File: src/rtl/multi_edge_detect_if.sv
// Signal bundle for multi_edge_detect: monitored lines, mode/clear controls,
// edge pulses, sticky flags and the saturating event counter.
interface multi_edge_detect_if #(
  parameter int unsigned WIDTH = 4,
  parameter int unsigned CNT_W = 8
);
  logic [WIDTH-1:0] x;
  logic [1:0]       mode;
  logic             clr;
  logic [WIDTH-1:0] y;
  logic [WIDTH-1:0] flag;
  logic [CNT_W-1:0] edge_cnt;

  modport master (
    output x, mode, clr,
    input  y, flag, edge_cnt
  );

  modport slave (
    input  x, mode, clr,
    output y, flag, edge_cnt
  );
endinterface

File: src/rtl/multi_edge_detect.sv
// Multi-channel Moore edge detector with sticky flags and a saturating event
// counter. Define EDGE_SYNC_EN to insert a two-flop synchroniser on every x bit.
module multi_edge_detect #(
  parameter int unsigned WIDTH = 4,
  parameter int unsigned CNT_W = 8
) (
  input logic                clk,
  input logic                reset,
  multi_edge_detect_if.slave bus
);

  typedef enum logic [1:0] {
    S_LOW  = 2'b00,
    S_RISE = 2'b01,
    S_HIGH = 2'b10,
    S_FALL = 2'b11
  } state_t;

  typedef enum logic [1:0] {
    M_RISE = 2'b00,
    M_FALL = 2'b01,
    M_BOTH = 2'b10,
    M_OFF  = 2'b11
  } mode_t;

  localparam logic [CNT_W:0] CNT_MAX = {1'b0, {CNT_W{1'b1}}};

  logic [WIDTH-1:0] xs;
  state_t           st    [WIDTH];
  state_t           st_nx [WIDTH];
  mode_t            mode_q;
  logic [WIDTH-1:0] y_int;
  logic [WIDTH-1:0] flag_q;
  logic [CNT_W-1:0] cnt_q;
  logic [CNT_W:0]   pop;
  logic [CNT_W:0]   sum;
  logic [CNT_W-1:0] cnt_nx;

`ifdef EDGE_SYNC_EN
  logic [WIDTH-1:0] sync1;
  logic [WIDTH-1:0] sync2;

  always_ff @(posedge clk) begin
    if (reset) begin
      sync1 <= '0;
      sync2 <= '0;
    end else begin
      sync1 <= bus.x;
      sync2 <= sync1;
    end
  end

  assign xs = sync2;
`else
  assign xs = bus.x;
`endif

  // Reset seeds each channel from its current level so release never looks like an edge.
  always_ff @(posedge clk) begin
    for (int unsigned i = 0; i < WIDTH; i++) begin
      if (reset) st[i] <= xs[i] ? S_HIGH : S_LOW;
      else       st[i] <= st_nx[i];
    end
  end

  always_comb begin
    for (int unsigned i = 0; i < WIDTH; i++) begin
      st_nx[i] = st[i];
      unique case (st[i])
        S_LOW:  st_nx[i] = xs[i] ? S_RISE : S_LOW;
        S_RISE: st_nx[i] = xs[i] ? S_HIGH : S_FALL;
        S_HIGH: st_nx[i] = xs[i] ? S_HIGH : S_FALL;
        S_FALL: st_nx[i] = xs[i] ? S_RISE : S_LOW;
        default: st_nx[i] = S_LOW;
      endcase
    end
  end

  always_ff @(posedge clk) begin
    if (reset) mode_q <= M_RISE;
    else       mode_q <= mode_t'(bus.mode);
  end

  always_comb begin
    y_int = '0;
    for (int unsigned i = 0; i < WIDTH; i++) begin
      unique case (st[i])
        S_RISE:  y_int[i] = (mode_q == M_RISE) || (mode_q == M_BOTH);
        S_FALL:  y_int[i] = (mode_q == M_FALL) || (mode_q == M_BOTH);
        default: y_int[i] = 1'b0;
      endcase
    end
  end

  always_comb begin
    pop = '0;
    for (int unsigned i = 0; i < WIDTH; i++) begin
      pop = pop + {{CNT_W{1'b0}}, y_int[i]};
    end
    sum    = {1'b0, cnt_q} + pop;
    cnt_nx = (sum > CNT_MAX) ? '1 : sum[CNT_W-1:0];
  end

  // clr wins over same-cycle pulse activity; FSMs are deliberately untouched.
  always_ff @(posedge clk) begin
    if (reset || bus.clr) begin
      flag_q <= '0;
      cnt_q  <= '0;
    end else begin
      flag_q <= flag_q | y_int;
      cnt_q  <= cnt_nx;
    end
  end

  assign bus.y        = y_int;
  assign bus.flag     = flag_q;
  assign bus.edge_cnt = cnt_q;

endmodule

File: src/flat_wrapper.sv
// flat-port wrapper written by rule: the top's interface ports become plain ports
module multi_edge_detect_flat 
#(
  parameter int unsigned WIDTH = 4,
  parameter int unsigned CNT_W = 8
)
  (clk, reset, bus_x, bus_mode, bus_clr, bus_y, bus_flag, bus_edge_cnt);
  multi_edge_detect_if #(.WIDTH(WIDTH), .CNT_W(CNT_W)) bus_i ();
  input logic clk;
  input logic reset;
  input wire logic [$bits(bus_i.x)-1:0] bus_x;
  input wire logic [$bits(bus_i.mode)-1:0] bus_mode;
  input wire logic [$bits(bus_i.clr)-1:0] bus_clr;
  output wire logic [$bits(bus_i.y)-1:0] bus_y;
  output wire logic [$bits(bus_i.flag)-1:0] bus_flag;
  output wire logic [$bits(bus_i.edge_cnt)-1:0] bus_edge_cnt;
  assign bus_i.x = bus_x;
  assign bus_i.mode = bus_mode;
  assign bus_i.clr = bus_clr;
  assign bus_y = bus_i.y;
  assign bus_flag = bus_i.flag;
  assign bus_edge_cnt = bus_i.edge_cnt;
  multi_edge_detect #(.WIDTH(WIDTH), .CNT_W(CNT_W)) u_core (.clk(clk), .reset(reset), .bus(bus_i));
endmodule
File: config.mk
export PLATFORM = sky130hd
export DESIGN_NAME = multi_edge_detect_flat
export DESIGN_NICKNAME = d
export VERILOG_FILES = /design/src/rtl/multi_edge_detect_if.sv /design/src/rtl/multi_edge_detect.sv /design/src/flat_wrapper.sv
export SDC_FILE = /design/constraint.sdc
export NUM_CORES = 1
export LEC_CHECK = 0
export CORE_MARGIN = 4
export CORE_UTILIZATION = 44
export DETAILED_ROUTE_END_ITERATION = 10
export PLACE_DENSITY = 0.74
export SLEW_MARGIN = 10
export SYNTH_ARGS = -nofsm -noshare
export SYNTH_HDL_FRONTEND = slang
export SYNTH_SLANG_ARGS = --single-unit
File: constraint.sdc
create_clock -name clk -period 2.9 [get_ports clk]
set_input_delay 0.725 -clock clk [delete_from_list [all_inputs] [get_ports clk]]
set_output_delay 0.725 -clock clk [all_outputs]
set_load 0.05 [all_outputs]
==> results_dict.tcl <==
set metrics [dict create \
    m1WireLength_um 1020 \
    cp_slowest_stage_delay_ps 460 \
    comb_power_share 0.457 \
    netlist_area_um2 1089 \
    final_common_cell "clkdlybuf4s50_1" \
    drive_gt1_frac 0.1959 \
    drtPass1Iterations 4 \
    pin_count 25 \
    vias 875 \
    path_clk_slew_ps 130 \
    crit_arrival_ps 3310 \
    cts_htree_levels 1 \
    viasPerCell 4.972 \
    drcViolationCount 0 \
    track_usage 0.1385 \
    worstSetupPathType "flop to flop" \
    setup.worst_path.start_class "flop" \
    wl_met3_um 140 \
    syn2layout_area_growth_pct 39.54 \
    dpl.cell_count 169 \
    top_layer "met4" \
    wire_per_inst_um 12.23 \
    pre_cts_ws_ps -233.8 \
    end_kind "flop" \
    pwr_density_cell_nw_per_um2 777.6 \
    fin_crit_ps 3091 \
    worst_hold_path_type "flop to flop" \
    rsz0062_at_grt "true" \
    ys.warnings.count 0 \
    clockRootBuffer "clkbuf_4" \
    fin_ws_ps -190.6 \
    routed-wl-met2_um 963 \
    path_max_fanout 4 \
    gp_congestion 0.8036 \
    hpwl_um 1646 \
    status "complete, but fails checks" \
    grt_remaining_overflow 0 \
    grt_max_degree 17 \
    synth_cell_types 29 \
    ant_nets 0 \
    finalCritPeriodShare 1.066 \
    timing.fmax_mhz 323.6 \
    relSlewSlack 0.6611 \
    finalNonFillerCells 176 \
    violations "negative setup slack" \
    layout_common_cells "21 x clkdlybuf4s50_1, 20 x dfxtp_1, 16 x nor2_1, 11 x ha_1, 10 x inv_1" \
    max_cap_viol_count 0 \
    skew_ps 12.43 \
    tightestPinTransition_ps 506.8 \
    portBuffers 24 \
    power.switching_mw 0.4468 \
    finalPower_mw 1.181 \
    setup_viol 8 \
    netlist_instances 116 \
    switching_share 0.3783 \
    power.internal_mw 0.7343 \
    maxSlewViolCount 0 \
    die_y_um 57.74 \
    cp_top_family "adder cells" \
    crit_buf_inv 3 \
    fp.coreArea_um2 2276 \
    avgSynthCellArea_um2 9.384 \
    utilization 0.6674 \
    yosysSeqAreaShare 0.4046 \
    initial_core_util 0.4783 \
    n_antenna_cell 0 \
    cts_tree "built" \
    path_cells "inv_2, ha_2, or2_4, a22o_4, ha_4, inv_2, fa_1, inv_1, ha_2, fa_2, or4_4, nor3_2, nor3_1" \
    cts-buffers-inserted 3 \
    syn_nets 142 \
    hold_viol 0 \
    vdd_drop_max_v 0.0005934 \
    nets 175 \
    insertion_delay_ps 320 \
    p_clk_frac 0.200 \
    clock-sinks 22 \
    ctsLongestPathBuffers 2 \
    setup_tns_ps -1058 \
    chipWidth_um 57.74 \
    p_leak_nw 0.6727 \
    first_global_vias 791 \
    antenna_found_initial 0 \
    die_area_um2 3334 \
    drt_iter0_drc 33 \
    grt_pass1_wl_um 3560 \
    required_ps 3120 \
    synth_seq_cells 22 \
    seq_power_share 0.343 \
    wirelength_um 2153 \
    row_count 17 \
    critPathSlowestCell "fa_1" \
]
-- kinds of logic after synthesis --
kind of cell / after synthesis / share of synthesized area
compound gates: 20 / 0.1219
flops: 22 / 0.4046
fa+ha+maj: 17 / 0.2092
simple gates: 36 / 0.1644
buf+inv: 15 / 0.05173
xor+xnor: 6 / 0.04828
-- worst reg2reg max path: stages (launching register included) --
cell	delay (ps)
dfxtp_2	350
inv_2	50
ha_2	170
or2_4	250
a22o_4	240
ha_4	260
inv_2	30
fa_1	460
inv_1	40
ha_2	170
fa_2	360
or4_4	430
nor3_2	110
nor3_1	70
-- Yosys cell counts (all sizes together) --
| cell | instances | area [µm²] |
|---|---|---|
| a31oi | 2 | 12.51 |
| a311oi | 1 | 8.760 |
| a21o | 1 | 7.510 |
| nor2 | 16 | 60.06 |
| ha | 15 | 187.7 |
| o21ai | 4 | 20.02 |
| dfxtp | 22 | 440.4 |
| a21oi | 4 | 20.02 |
| a22oi | 1 | 7.510 |
| and4 | 1 | 8.760 |
| nand3 | 4 | 25.02 |
| inv | 13 | 48.80 |
| a22o | 3 | 26.28 |
| xor2 | 4 | 35.03 |
| clkbuf | 2 | 7.510 |
| xnor2 | 2 | 17.52 |
| o21a | 2 | 15.01 |
| or2 | 2 | 12.51 |
| nor2b | 2 | 12.51 |
| fa | 2 | 40.04 |
| a211oi | 1 | 7.510 |
| and2b | 1 | 7.510 |
| nand2 | 5 | 18.77 |
| o21bai | 1 | 7.510 |
| nor3 | 3 | 20.02 |
| nand2b | 1 | 6.260 |
| or4 | 1 | 7.510 |
-- flip-flops by register name, summed over array words and instances (netlist names) --
name / flops
u_core.mode_q: 2
u_core.bus.edge_cnt: 8
u_core.st: 8
u_core.bus.flag: 4
-- per-layer routing --
layer	vias up	GRT usage
met5	-	0
met4	0	0.06954
met3	4	0.02895
met2	22	0.2065
met1	398	0.1881
li1	451	-
-- final cells by class --
cell class	count	area, µm²
Fill cell	189	757.0
Multi-Input combinational cell	79	658.1
Sequential cell	22	442.9
Timing Repair Buffer	30	281.5
Inverter	13	48.80
Tap cell	28	35.03
Clock inverter	1	30.03
Clock buffer	3	22.52
-- path summary, 6_finish.rpt --
check / startpoint / cells after the start / to / slack (ps)
setup / recovery: u_core.mode_q[0] / 13 / u_core.bus.edge_cnt[7] / -190
hold / removal: u_core.bus.flag[0] / 2 / u_core.bus.flag[0] / 490
hold reg to reg: u_core.bus.flag[0] / 2 / u_core.bus.flag[0] / 490
setup reg to reg: u_core.mode_q[0] / 13 / u_core.bus.edge_cnt[7] / -190
-- power by group through the flow --
stage	combinational, mW	sequential (mW)	clock [mW]
floorplan	0.338	0.466	0
global placement	0.540	0.407	0
CTS	0.541	0.406	0.244
detailed placement	0.544	0.413	0
global route	0.609	0.413	0.253
finish	0.539	0.405	0.237
-- per-stage QoR --
| step | cell area, µm² | hold WS [ps] |
|---|---|---|
| 4_1_cts | 1489 | 494.4 |
| 2_1_floorplan | 1132 | 597.5 |
| 3_5_place_dp | 1423 | 463.1 |
| 6_report | 1519 | 487.3 |
| 3_3_place_gp | 1423 | 445.7 |
| 5_1_grt | 1519 | 508.6 |
-- what timing repair did --
item                                    CTS  global route
hold buffers                              0             0
resized for setup                         8             2
pin swaps                                 4             0
endpoints found under the setup margin   11             9
buffers inserted                          1             2
(Power assumes the default switching activity.)
